`src/rtl/instr_encoder_loader_if.sv`:
```
// Request/imem/status bundle between a program builder and instr_encoder_loader.
// Latency: none (wires only).
// Backpressure: req_ready from the loader; the master holds req_valid and fields until accepted.
interface instr_encoder_loader_if #(
  parameter int ADDR_W = 8
) ();
  // control pulses
  logic              start;
  logic              stop;
  // request channel
  logic              req_valid;
  logic              req_ready;
  logic [2:0]        req_op;
  logic [4:0]        req_rd;
  logic [4:0]        req_rs1;
  logic [4:0]        req_rs2;
  logic [12:0]       req_imm;
  // instruction memory write port
  logic              imem_we;
  logic [ADDR_W-1:0] imem_addr;
  logic [31:0]       imem_wdata;
  // status
  logic [ADDR_W-1:0] count;
  logic              busy;
  logic              full;
  logic              done;
  logic              err;

  modport master (
    output start, stop, req_valid, req_op, req_rd, req_rs1, req_rs2, req_imm,
    input  req_ready, imem_we, imem_addr, imem_wdata, count, busy, full, done, err
  );

  modport slave (
    input  start, stop, req_valid, req_op, req_rd, req_rs1, req_rs2, req_imm,
    output req_ready, imem_we, imem_addr, imem_wdata, count, busy, full, done, err
  );
endinterface

```
`src/rtl/instr_encoder_loader.sv`:
```
// Encodes symbolic add/sub/and/or/ld/sd/beq requests into RV64I words and streams them into imem.
// Latency: one cycle from handshake to imem write; one word per cycle sustained.
// Backpressure: req_ready only in RUN while fewer than DEPTH legal requests were accepted.
module instr_encoder_loader #(
  parameter int ADDR_W    = 8,
  parameter int BASE_ADDR = 0,
  parameter int DEPTH     = 64
) (
  input logic                   clk_i,
  input logic                   rst_i,
  instr_encoder_loader_if.slave bus_io
);

  // One extra bit so count==DEPTH is representable even when DEPTH==2**ADDR_W.
  localparam int CW = ADDR_W + 1;
  localparam logic [CW-1:0]     DEPTH_C = CW'(DEPTH);
  localparam logic [ADDR_W-1:0] BASE_C  = ADDR_W'(BASE_ADDR);

  localparam logic [2:0] OP_ADD = 3'd0;
  localparam logic [2:0] OP_SUB = 3'd1;
  localparam logic [2:0] OP_AND = 3'd2;
  localparam logic [2:0] OP_OR  = 3'd3;
  localparam logic [2:0] OP_LD  = 3'd4;
  localparam logic [2:0] OP_SD  = 3'd5;
  localparam logic [2:0] OP_BEQ = 3'd6;

  localparam logic [6:0] OPC_R  = 7'b0110011;
  localparam logic [6:0] OPC_LD = 7'b0000011;
  localparam logic [6:0] OPC_SD = 7'b0100011;
  localparam logic [6:0] OPC_BR = 7'b1100011;

  typedef enum logic [1:0] {
    ST_IDLE = 2'd0,
    ST_RUN  = 2'd1,
    ST_DONE = 2'd2,
    ST_ERR  = 2'd3
  } state_e;

  state_e            state_q, state_d;
  logic [ADDR_W-1:0] ptr_q, ptr_d;
  logic [CW-1:0]     count_q, count_d;
  logic [CW-1:0]     issued_q, issued_d;
  logic              pend_vld_q, pend_vld_d;
  logic [31:0]       pend_dat_q, pend_dat_d;

  logic [4:0]  rd_w, rs1_w, rs2_w;
  logic [12:0] imm_w;
  logic [31:0] enc_word;
  logic        enc_legal;
  logic        req_rdy;
  logic        accept;
  logic        good_acc;
  logic        bad_acc;
  logic        start_go;

  assign rd_w  = bus_io.req_rd;
  assign rs1_w = bus_io.req_rs1;
  assign rs2_w = bus_io.req_rs2;
  assign imm_w = bus_io.req_imm;

  // Encode the presented request and flag ops/immediates that have no legal encoding.
  always_comb begin
    enc_word  = 32'd0;
    enc_legal = 1'b1;
    case (bus_io.req_op)
      OP_ADD: enc_word = {7'b0000000, rs2_w, rs1_w, 3'b000, rd_w, OPC_R};
      OP_SUB: enc_word = {7'b0100000, rs2_w, rs1_w, 3'b000, rd_w, OPC_R};
      OP_AND: enc_word = {7'b0000000, rs2_w, rs1_w, 3'b111, rd_w, OPC_R};
      OP_OR:  enc_word = {7'b0000000, rs2_w, rs1_w, 3'b110, rd_w, OPC_R};
      OP_LD: begin
        // 12-bit I-type field: the 13-bit offset must sign-extend from bit 11
        enc_word  = {imm_w[11:0], rs1_w, 3'b011, rd_w, OPC_LD};
        enc_legal = (imm_w[12] == imm_w[11]);
      end
      OP_SD: begin
        enc_word  = {imm_w[11:5], rs2_w, rs1_w, 3'b011, imm_w[4:0], OPC_SD};
        enc_legal = (imm_w[12] == imm_w[11]);
      end
      OP_BEQ: begin
        // branch offsets are halfword aligned; bit 0 is not encodable
        enc_word  = {imm_w[12], imm_w[10:5], rs2_w, rs1_w, 3'b000,
                     imm_w[4:1], imm_w[11], OPC_BR};
        enc_legal = ~imm_w[0];
      end
      default: enc_legal = 1'b0;
    endcase
  end

  // Ready depends on registered state only, so it never combinationally follows req_valid.
  assign req_rdy  = (state_q == ST_RUN) && (issued_q < DEPTH_C);
  assign accept   = req_rdy && bus_io.req_valid;
  assign good_acc = accept && enc_legal;
  assign bad_acc  = accept && !enc_legal;
  assign start_go = bus_io.start && (state_q != ST_RUN);

  // Program-level state: a bad accepted request outranks a simultaneous stop.
  always_comb begin
    state_d = state_q;
    case (state_q)
      ST_RUN: begin
        if (bad_acc) begin
          state_d = ST_ERR;
        end else if (bus_io.stop) begin
          state_d = ST_DONE;
        end
      end
      ST_IDLE, ST_DONE, ST_ERR: begin
        if (bus_io.start) begin
          state_d = ST_RUN;
        end
      end
      default: state_d = ST_IDLE;
    endcase
  end

  // Write pipeline and counters: a pending write always drains; start clears the counters last.
  always_comb begin
    pend_vld_d = good_acc;
    pend_dat_d = good_acc ? enc_word : 32'd0;
    ptr_d      = ptr_q;
    count_d    = count_q;
    issued_d   = issued_q;
    if (pend_vld_q) begin
      ptr_d   = ptr_q + 1'b1;
      count_d = count_q + 1'b1;
    end
    if (good_acc) begin
      issued_d = issued_q + 1'b1;
    end
    if (start_go) begin
      ptr_d    = BASE_C;
      count_d  = '0;
      issued_d = '0;
    end
  end

  // State and pipeline registers; reset drops any in-flight write immediately.
  always_ff @(posedge clk_i or posedge rst_i) begin
    if (rst_i) begin
      state_q    <= ST_IDLE;
      ptr_q      <= BASE_C;
      count_q    <= '0;
      issued_q   <= '0;
      pend_vld_q <= 1'b0;
      pend_dat_q <= 32'd0;
    end else begin
      state_q    <= state_d;
      ptr_q      <= ptr_d;
      count_q    <= count_d;
      issued_q   <= issued_d;
      pend_vld_q <= pend_vld_d;
      pend_dat_q <= pend_dat_d;
    end
  end

  assign bus_io.req_ready  = req_rdy;
  assign bus_io.imem_we    = pend_vld_q;
  assign bus_io.imem_addr  = pend_vld_q ? ptr_q : '0;
  assign bus_io.imem_wdata = pend_dat_q;
  assign bus_io.count      = count_q[ADDR_W-1:0];
  assign bus_io.busy       = (state_q == ST_RUN);
  assign bus_io.full       = (state_q == ST_RUN) && (count_q == DEPTH_C);
  assign bus_io.done       = (state_q == ST_DONE);
  assign bus_io.err        = (state_q == ST_ERR);

endmodule

```
`src/flat_wrapper.sv`:
```
// flat-port wrapper written by rule: the top's interface ports become plain ports
module instr_encoder_loader_flat 
#(
  parameter int ADDR_W    = 8,
  parameter int BASE_ADDR = 0,
  parameter int DEPTH     = 64
)
  (clk_i, rst_i, bus_io_start, bus_io_stop, bus_io_req_valid, bus_io_req_op, bus_io_req_rd, bus_io_req_rs1, bus_io_req_rs2, bus_io_req_imm, bus_io_req_ready, bus_io_imem_we, bus_io_imem_addr, bus_io_imem_wdata, bus_io_count, bus_io_busy, bus_io_full, bus_io_done, bus_io_err);
  instr_encoder_loader_if #(.ADDR_W(ADDR_W)) bus_io_i ();
  input logic clk_i;
  input logic rst_i;
  input wire logic [$bits(bus_io_i.start)-1:0] bus_io_start;
  input wire logic [$bits(bus_io_i.stop)-1:0] bus_io_stop;
  input wire logic [$bits(bus_io_i.req_valid)-1:0] bus_io_req_valid;
  input wire logic [$bits(bus_io_i.req_op)-1:0] bus_io_req_op;
  input wire logic [$bits(bus_io_i.req_rd)-1:0] bus_io_req_rd;
  input wire logic [$bits(bus_io_i.req_rs1)-1:0] bus_io_req_rs1;
  input wire logic [$bits(bus_io_i.req_rs2)-1:0] bus_io_req_rs2;
  input wire logic [$bits(bus_io_i.req_imm)-1:0] bus_io_req_imm;
  output wire logic [$bits(bus_io_i.req_ready)-1:0] bus_io_req_ready;
  output wire logic [$bits(bus_io_i.imem_we)-1:0] bus_io_imem_we;
  output wire logic [$bits(bus_io_i.imem_addr)-1:0] bus_io_imem_addr;
  output wire logic [$bits(bus_io_i.imem_wdata)-1:0] bus_io_imem_wdata;
  output wire logic [$bits(bus_io_i.count)-1:0] bus_io_count;
  output wire logic [$bits(bus_io_i.busy)-1:0] bus_io_busy;
  output wire logic [$bits(bus_io_i.full)-1:0] bus_io_full;
  output wire logic [$bits(bus_io_i.done)-1:0] bus_io_done;
  output wire logic [$bits(bus_io_i.err)-1:0] bus_io_err;
  assign bus_io_i.start = bus_io_start;
  assign bus_io_i.stop = bus_io_stop;
  assign bus_io_i.req_valid = bus_io_req_valid;
  assign bus_io_i.req_op = bus_io_req_op;
  assign bus_io_i.req_rd = bus_io_req_rd;
  assign bus_io_i.req_rs1 = bus_io_req_rs1;
  assign bus_io_i.req_rs2 = bus_io_req_rs2;
  assign bus_io_i.req_imm = bus_io_req_imm;
  assign bus_io_req_ready = bus_io_i.req_ready;
  assign bus_io_imem_we = bus_io_i.imem_we;
  assign bus_io_imem_addr = bus_io_i.imem_addr;
  assign bus_io_imem_wdata = bus_io_i.imem_wdata;
  assign bus_io_count = bus_io_i.count;
  assign bus_io_busy = bus_io_i.busy;
  assign bus_io_full = bus_io_i.full;
  assign bus_io_done = bus_io_i.done;
  assign bus_io_err = bus_io_i.err;
  instr_encoder_loader #(.ADDR_W(ADDR_W), .BASE_ADDR(BASE_ADDR), .DEPTH(DEPTH)) u_core (.clk_i(clk_i), .rst_i(rst_i), .bus_io(bus_io_i));
endmodule
```
`config.mk`:
```
export PLATFORM = sky130hd
export DESIGN_NAME = instr_encoder_loader_flat
export DESIGN_NICKNAME = d
export VERILOG_FILES = /design/src/rtl/instr_encoder_loader_if.sv /design/src/rtl/instr_encoder_loader.sv /design/src/flat_wrapper.sv
export SDC_FILE = /design/constraint.sdc
export NUM_CORES = 1
export LEC_CHECK = 0
export ABC_AREA = 1
export CAP_MARGIN = 20
export CORE_MARGIN = 2
export CORE_UTILIZATION = 42
export DETAILED_ROUTE_END_ITERATION = 6
export PLACE_DENSITY = 0.79
export SYNTH_ARGS = -nofsm -noshare
export SYNTH_HDL_FRONTEND = slang
export SYNTH_SLANG_ARGS = --single-unit
```
`constraint.sdc`:
```
create_clock -name clk_i -period 2 [get_ports clk_i]
set_input_delay 0.6 -clock clk_i [delete_from_list [all_inputs] [get_ports clk_i]]
set_output_delay 0.6 -clock clk_i [all_outputs]
set_load 0.02 [all_outputs]
```
## Yosys cells after proc, flatten, opt, wreduce, memory -nomap -nowiden

Index checks and enable logic that the tools add are counted.

- Register bits after elaboration: 61
- Bits of input ports: 36
- Output and inout port bits: 54
- Word-level logic and storage cells: 54

- Add/subtract/negate cells: 3
- Magnitude comparators: 1
- Eq/ne operators: 14
- Muxes and demuxes: 14
- Bitwise gates (word level): 1
- Reduce and logical (&&, ||, !) cells: 15

Operator list:

| cell | count |
|---|---|
| $pmux W32 S7 | 1 |
| $mux W9 | 4 |
| $mux W32 | 1 |
| $mux W8 | 3 |
| $add A9 B1 Y9 const B | 2 |
| $eq A3 B3 Y1 const B | 3 |
| $eq A9 B7 Y1 const B | 1 |
| $lt A9 B7 Y1 const B | 1 |
| $add A8 B1 Y8 const B | 1 |
| $eq A3 B2 Y1 const B | 2 |
| $logic_and A1 B1 Y1 | 6 |
| $mux W2 | 3 |
| $eq A2 B2 Y1 const B | 2 |
| $pmux W2 S2 | 1 |
| $reduce_bool A2 Y1 | 2 |
| $reduce_or A4 Y1 | 1 |
| $eq A3 B1 Y1 const B | 1 |
| $logic_not A3 Y1 | 1 |
| $ne A3 B2 Y1 const B | 1 |
| $pmux W1 S3 | 1 |
| $reduce_or A3 Y1 | 1 |
| $eq A2 B1 Y1 const B | 1 |
| $logic_not A2 Y1 | 1 |
| $ne A2 B1 Y1 const B | 1 |
| 6 further kinds | 6 |

## Depth between registers and ports, before layout

- Depth after elaboration: 7
- Mapped depth: 10
- Mapped depth without buffers: 8

## Worst setup path after synthesis

No wires, ideal clock.

- Kind: register to output
- From: register u_core.state_q[1]
- To: output port bus_io_full
- Data arrival time: 1,201 ps
- Required time: 1,400 ps
- Path slack: 199 ps
- Stages on the path, launching flop included: 4
- Path buffers: 0
- Path through: dfrtp_1 nor2_4 inv_1 nor3_1

- Cells in the longest elaborated chain, start to end: 2

Ends and longest elaborated chain:

| what | RTL line | source |
|---|---|---|
| start: declaration | instr_encoder_loader.sv:39 | `state_e state_q, state_d;` |
| start signal: assignment | instr_encoder_loader.sv:147 | `state_q <= state_d;` |
| $eq A2 B1 Y1 | n/a |  |
| via bus_io_busy | flat_wrapper.sv:25 | `output wire logic [$bits(bus_io_i.busy)-1:0] bus_io_busy;` |
| $logic_and A1 B1 Y1 | instr_encoder_loader.sv:162 | `assign bus_io.full = (state_q == ST_RUN) && (count_q == DEPTH_C);` |
| end: declaration | flat_wrapper.sv:26 | `output wire logic [$bits(bus_io_i.full)-1:0] bus_io_full;` |

The timed path passes the listed nets, and every way through them passes these cells.

## Worst setup path after layout

- From: register u_core.count_q[1]
- To: output port bus_io_full

- Cells in the longest elaborated chain, start to end: 2

Ends and longest elaborated chain:

| what | RTL line | source |
|---|---|---|
| start: declaration | instr_encoder_loader.sv:41 | `logic [CW-1:0] count_q, count_d;` |
| start signal: assignment | instr_encoder_loader.sv:149 | `count_q <= count_d;` |
| $eq A9 B7 Y1 | instr_encoder_loader.sv:162 |  |
| $logic_and A1 B1 Y1 | instr_encoder_loader.sv:162 |  |

Every way passes these cells.

==> flow_summary_export.csv <==
group,metric,value,unit
run_status,status,"finished with violations",
run_status,failed_checks,"setup timing",
critical_path,cp-start-kind,"flop",
critical_path,crit_type,"flop to primary output",
clock_tree,cts_buffers,9,
final_layout,finalNonFillerCells,574,
drt,drc,0,
clock_tree,cts_tree,"done",
critical_path,r2r.worst_path.cells,9,
place,hpwl,5560,um
die,die_area,7580,um^2
global_routing,antenna_found_initial,0,
synthesis,ys_seq_area_share,50.1,%
sta,finalMaxSlewViolations,0,
critical_path,critPathCapture,"bus_io_full",
synthesis,syn_inst,355,
die,rows,30,
min_path,hold_class,"flop to flop",
place,portBuffers,87,
critical_path,rr_endpoint,"u_core.bus_io.imem_wdata[26]$_DFF_PP0_",
drt,postRouteAntennaNets,0,
sta,fin_hold_ws,0.506,ns
sta,fmax,498,MHz
critical_path,cp_num_cells,5,
critical_path,critPathMaxFanout,2,
synthesis,ys_types,32,
place,gp_congestion,0.874,
power,p_per_area,953,nW/um^2
drt,vias,2841,
die,fp.coreArea,6720,um^2
clock_tree,cts_hold_buf,0,
global_routing,grt_pass1_wl,12400,um
synthesis,synth_top_area_share,50.1,%
clock_tree,cts.sinks,58,
place,placed_cells,551,
critical_path,crit_start,"u_core.count_q[1]$_DFFE_PP0P_",
synthesis,netlist_area,2900,um^2
critical_path,reg2reg_from,"u_core.state_q[1]$_DFFE_PP0P_",
clock_tree,cts_max_level,3,
global_routing,track_usage,21.2,%
critical_path,r2r_slack,0.28,ns
clock_tree,cts.clk_slew.worst_paths,0.07,ns
critical_path,path_delay_family,"flip-flops",
clock_tree,clock_path_buffers,2,
drt,via_per_inst,4.95,
synthesis,synthTopCellsByArea,"dfrtp_1, inv_1, nand2_1, nor2_1, nand3_1",
critical_path,slowest_stage,"dfrtp_1",
drt,routed_wl,7600,um
synthesis,avgSynthCellArea,8.17,um^2
global_routing,grt_max_degree,28,
final_layout,area_growth_syn_to_layout,52.1,%
sta,finalCritPeriodShare,100,%
final_layout,antennaDiodeCount,0,
synthesis,synth_seq_cells,58,
global_routing,grt-ovfl-total,0,
sta,rsz0062_at_grt,"true",
critical_path,crit_path_end_kind,"primary output",
critical_path,critPathMaxStageDelay,0.40,ns
critical_path,path_cells,"inv_2, ha_4, nand4_1, nor3_2, buf_4",
sta,hold_viol_final,0,
critical_path,crit_required,1.40,ns
final_layout,layout.nets,529,
global_routing,grt_pass1_vias,2768,
synthesis,synth_warnings,0,
final_layout,drive_gt1_share,19.4,%
drt,dr.first_iter.drc_count,209,
run,cap_violations,0,
sta,setup_viol,1,
power,p_total,4.20,mW
power,power.leakage,2.28,nW
clock_tree,clock_latency,0.34,ns
die,ioPinCount,90,
sta,min_period,2.01,ns
power,vdd_drop_max,0.000524,V
critical_path,path_buf_inv,2,
critical_path,cp.arrival,1.41,ns
synthesis,yosysTopAreaCell,"dfrtp_1",
sta,layout_setup_ws,-0.00661,ns
die,die_w,87.1,um
sta,finalClockSkew,0.0135,ns
drt,drtPass1Iterations,5,
clock_tree,root_buffer,"clkbuf_8",
die,start_util,43.1,%
drt,wl_per_cell,13.2,um
die,die_h,87.1,um
## timing repair
| action | CTS | global route |
|---|---|---|
| endpoints found under the hold margin | 0 | 0 |
| buffers inserted | 2 | 5 |
| setup endpoints to repair | 22 | 5 |
| resized for setup | 36 | 15 |
| pin swaps | 0 | 4 |
## how the worst min path moves through the flow
stage / depth (start not counted) / from / to
2_1_floorplan: 2 / u_core.issued_q[7]$_DFFE_PP0P_ / u_core.issued_q[7]$_DFFE_PP0P_
3_3_place_gp: 2 / u_core.issued_q[8]$_DFFE_PP0P_ / u_core.issued_q[8]$_DFFE_PP0P_
3_5_place_dp: 2 / u_core.issued_q[8]$_DFFE_PP0P_ / u_core.issued_q[8]$_DFFE_PP0P_
4_1_cts: 2 / u_core.issued_q[8]$_DFFE_PP0P_ / u_core.issued_q[8]$_DFFE_PP0P_
5_1_grt: 2 / u_core.issued_q[8]$_DFFE_PP0P_ / u_core.issued_q[8]$_DFFE_PP0P_
6_report: 2 / u_core.issued_q[8]$_DFFE_PP0P_ / u_core.issued_q[8]$_DFFE_PP0P_
## flip-flops by register name, summed over array words and instances (netlist names)
name and flops:
u_core.ptr_q 8, u_core.count_q 9, u_core.state_q 2, u_core.bus_io.imem_we 1, u_core.bus_io.imem_wdata 29, u_core.issued_q 9
## worst register-to-register path: stages (launching register included)
cell	delay [ns]
dfrtp_1	0.39
buf_4	0.15
nor2_4	0.09
buf_6	0.11
nand3_2	0.08
buf_4	0.15
nor2_4	0.09
nand2_2	0.18
buf_4	0.21
nor3b_1	0.19
## routing by layer
| metal | track usage [%] | routed length, um |
|---|---|---|
| met3 | 7.20 | 546 |
| met1 | 26.0 | 3100 |
| met2 | 35.2 | 3870 |
| met4 | 6.68 | 87 |
| met5 | 0 | 0 |
## cells in the mapped netlist
cell type and instances:
a21oi_1 19, a21oi_2 1, a22oi_1 2, a31oi_1 3
buf_1 1, buf_2 4, buf_4 12, buf_6 2
clkinv_2 1, conb_1 1, dfrtp_1 58, ha_1 4
inv_1 62, inv_2 1, inv_4 1, nand2_1 55
nand2_2 2, nand3_1 21, nand3_2 2, nand3b_1 1
nand4_1 5, nor2_1 46, nor2_2 1, nor2_4 3
nor3_1 9, nor3b_1 6, o2111ai_1 2, o211ai_1 4
o21ai_0 20, o21ai_1 3, o22ai_1 1, xor2_1 2
## power by group
| group | internal, mW | leakage [nW] | total [mW] | switching [mW] |
|---|---|---|---|---|
| Combinational | 0.648 | 1.37 | 1.42 | 0.769 |
| Sequential | 1.33 | 0.794 | 1.43 | 0.106 |
| Clock | 0.863 | 0.119 | 1.35 | 0.488 |
| Total | 2.84 | 2.28 | 4.20 | 1.36 |
## cell type report
cell class | instances | area, um^2
Clock buffer | 10 | 138
Tap cell | 80 | 100
Inverter | 65 | 251
Sequential cell | 58 | 1450
Timing Repair Buffer | 141 | 1260
Clock inverter | 6 | 114
Fill cell | 531 | 2310
Multi-Input combinational cell | 214 | 1090
## logic make-up after synthesis
| logic type | Yosys count | share of synthesized area [%] |
|---|---|---|
| AND/OR/NAND/NOR | 151 | 23.7 |
| buffers and inverters | 84 | 13.2 |
| flip-flops | 58 | 50.1 |
| AO/OA/AOI/OAI | 55 | 10.6 |
| adder cells (fa/ha/maj) | 4 | 1.73 |
| XOR/XNOR | 2 | 0.604 |
| other | 1 | 0.129 |
## layout by cell type, fill, tap and decap left out, drive strengths merged
master,Yosys,final
nor3b,6,6
a31oi,3,3
dlygate4sd2,0,15
nand2,57,57
nor3,9,9
clkdlybuf4s50,0,65
clkdlybuf4s15,0,1
o21ai,23,23
clkinv,1,2
a22oi,2,2
nor2,50,50
bufinv,0,3
o211ai,4,4
dfrtp,58,58
inv,64,63
nand3b,1,1
buf,19,56
xor2,2,2
conb,1,2
ha,4,4
clkbuf,0,14
nand3,23,23
a21oi,20,20
nand4,5,5
o22ai,1,1
o2111ai,2,2
clkinvlp,0,3
## metrics by stage
stage / utilization (%) / instance area (um^2) / setup WS [ns] / setup TNS [ns]
after floorplan: - / 2910 / 0.199 / 0
after global routing: 65.6 / 4410 / -0.0634 / -0.0685
after CTS: 64.8 / 4360 / -0.0784 / -0.0784
after global placement: 61.3 / 4120 / -0.100 / -2.65
after detailed placement: 61.3 / 4120 / -0.186 / -4.02
final: 65.6 / 4410 / -0.00661 / -0.00661
Power figures use the tool's default switching activity.
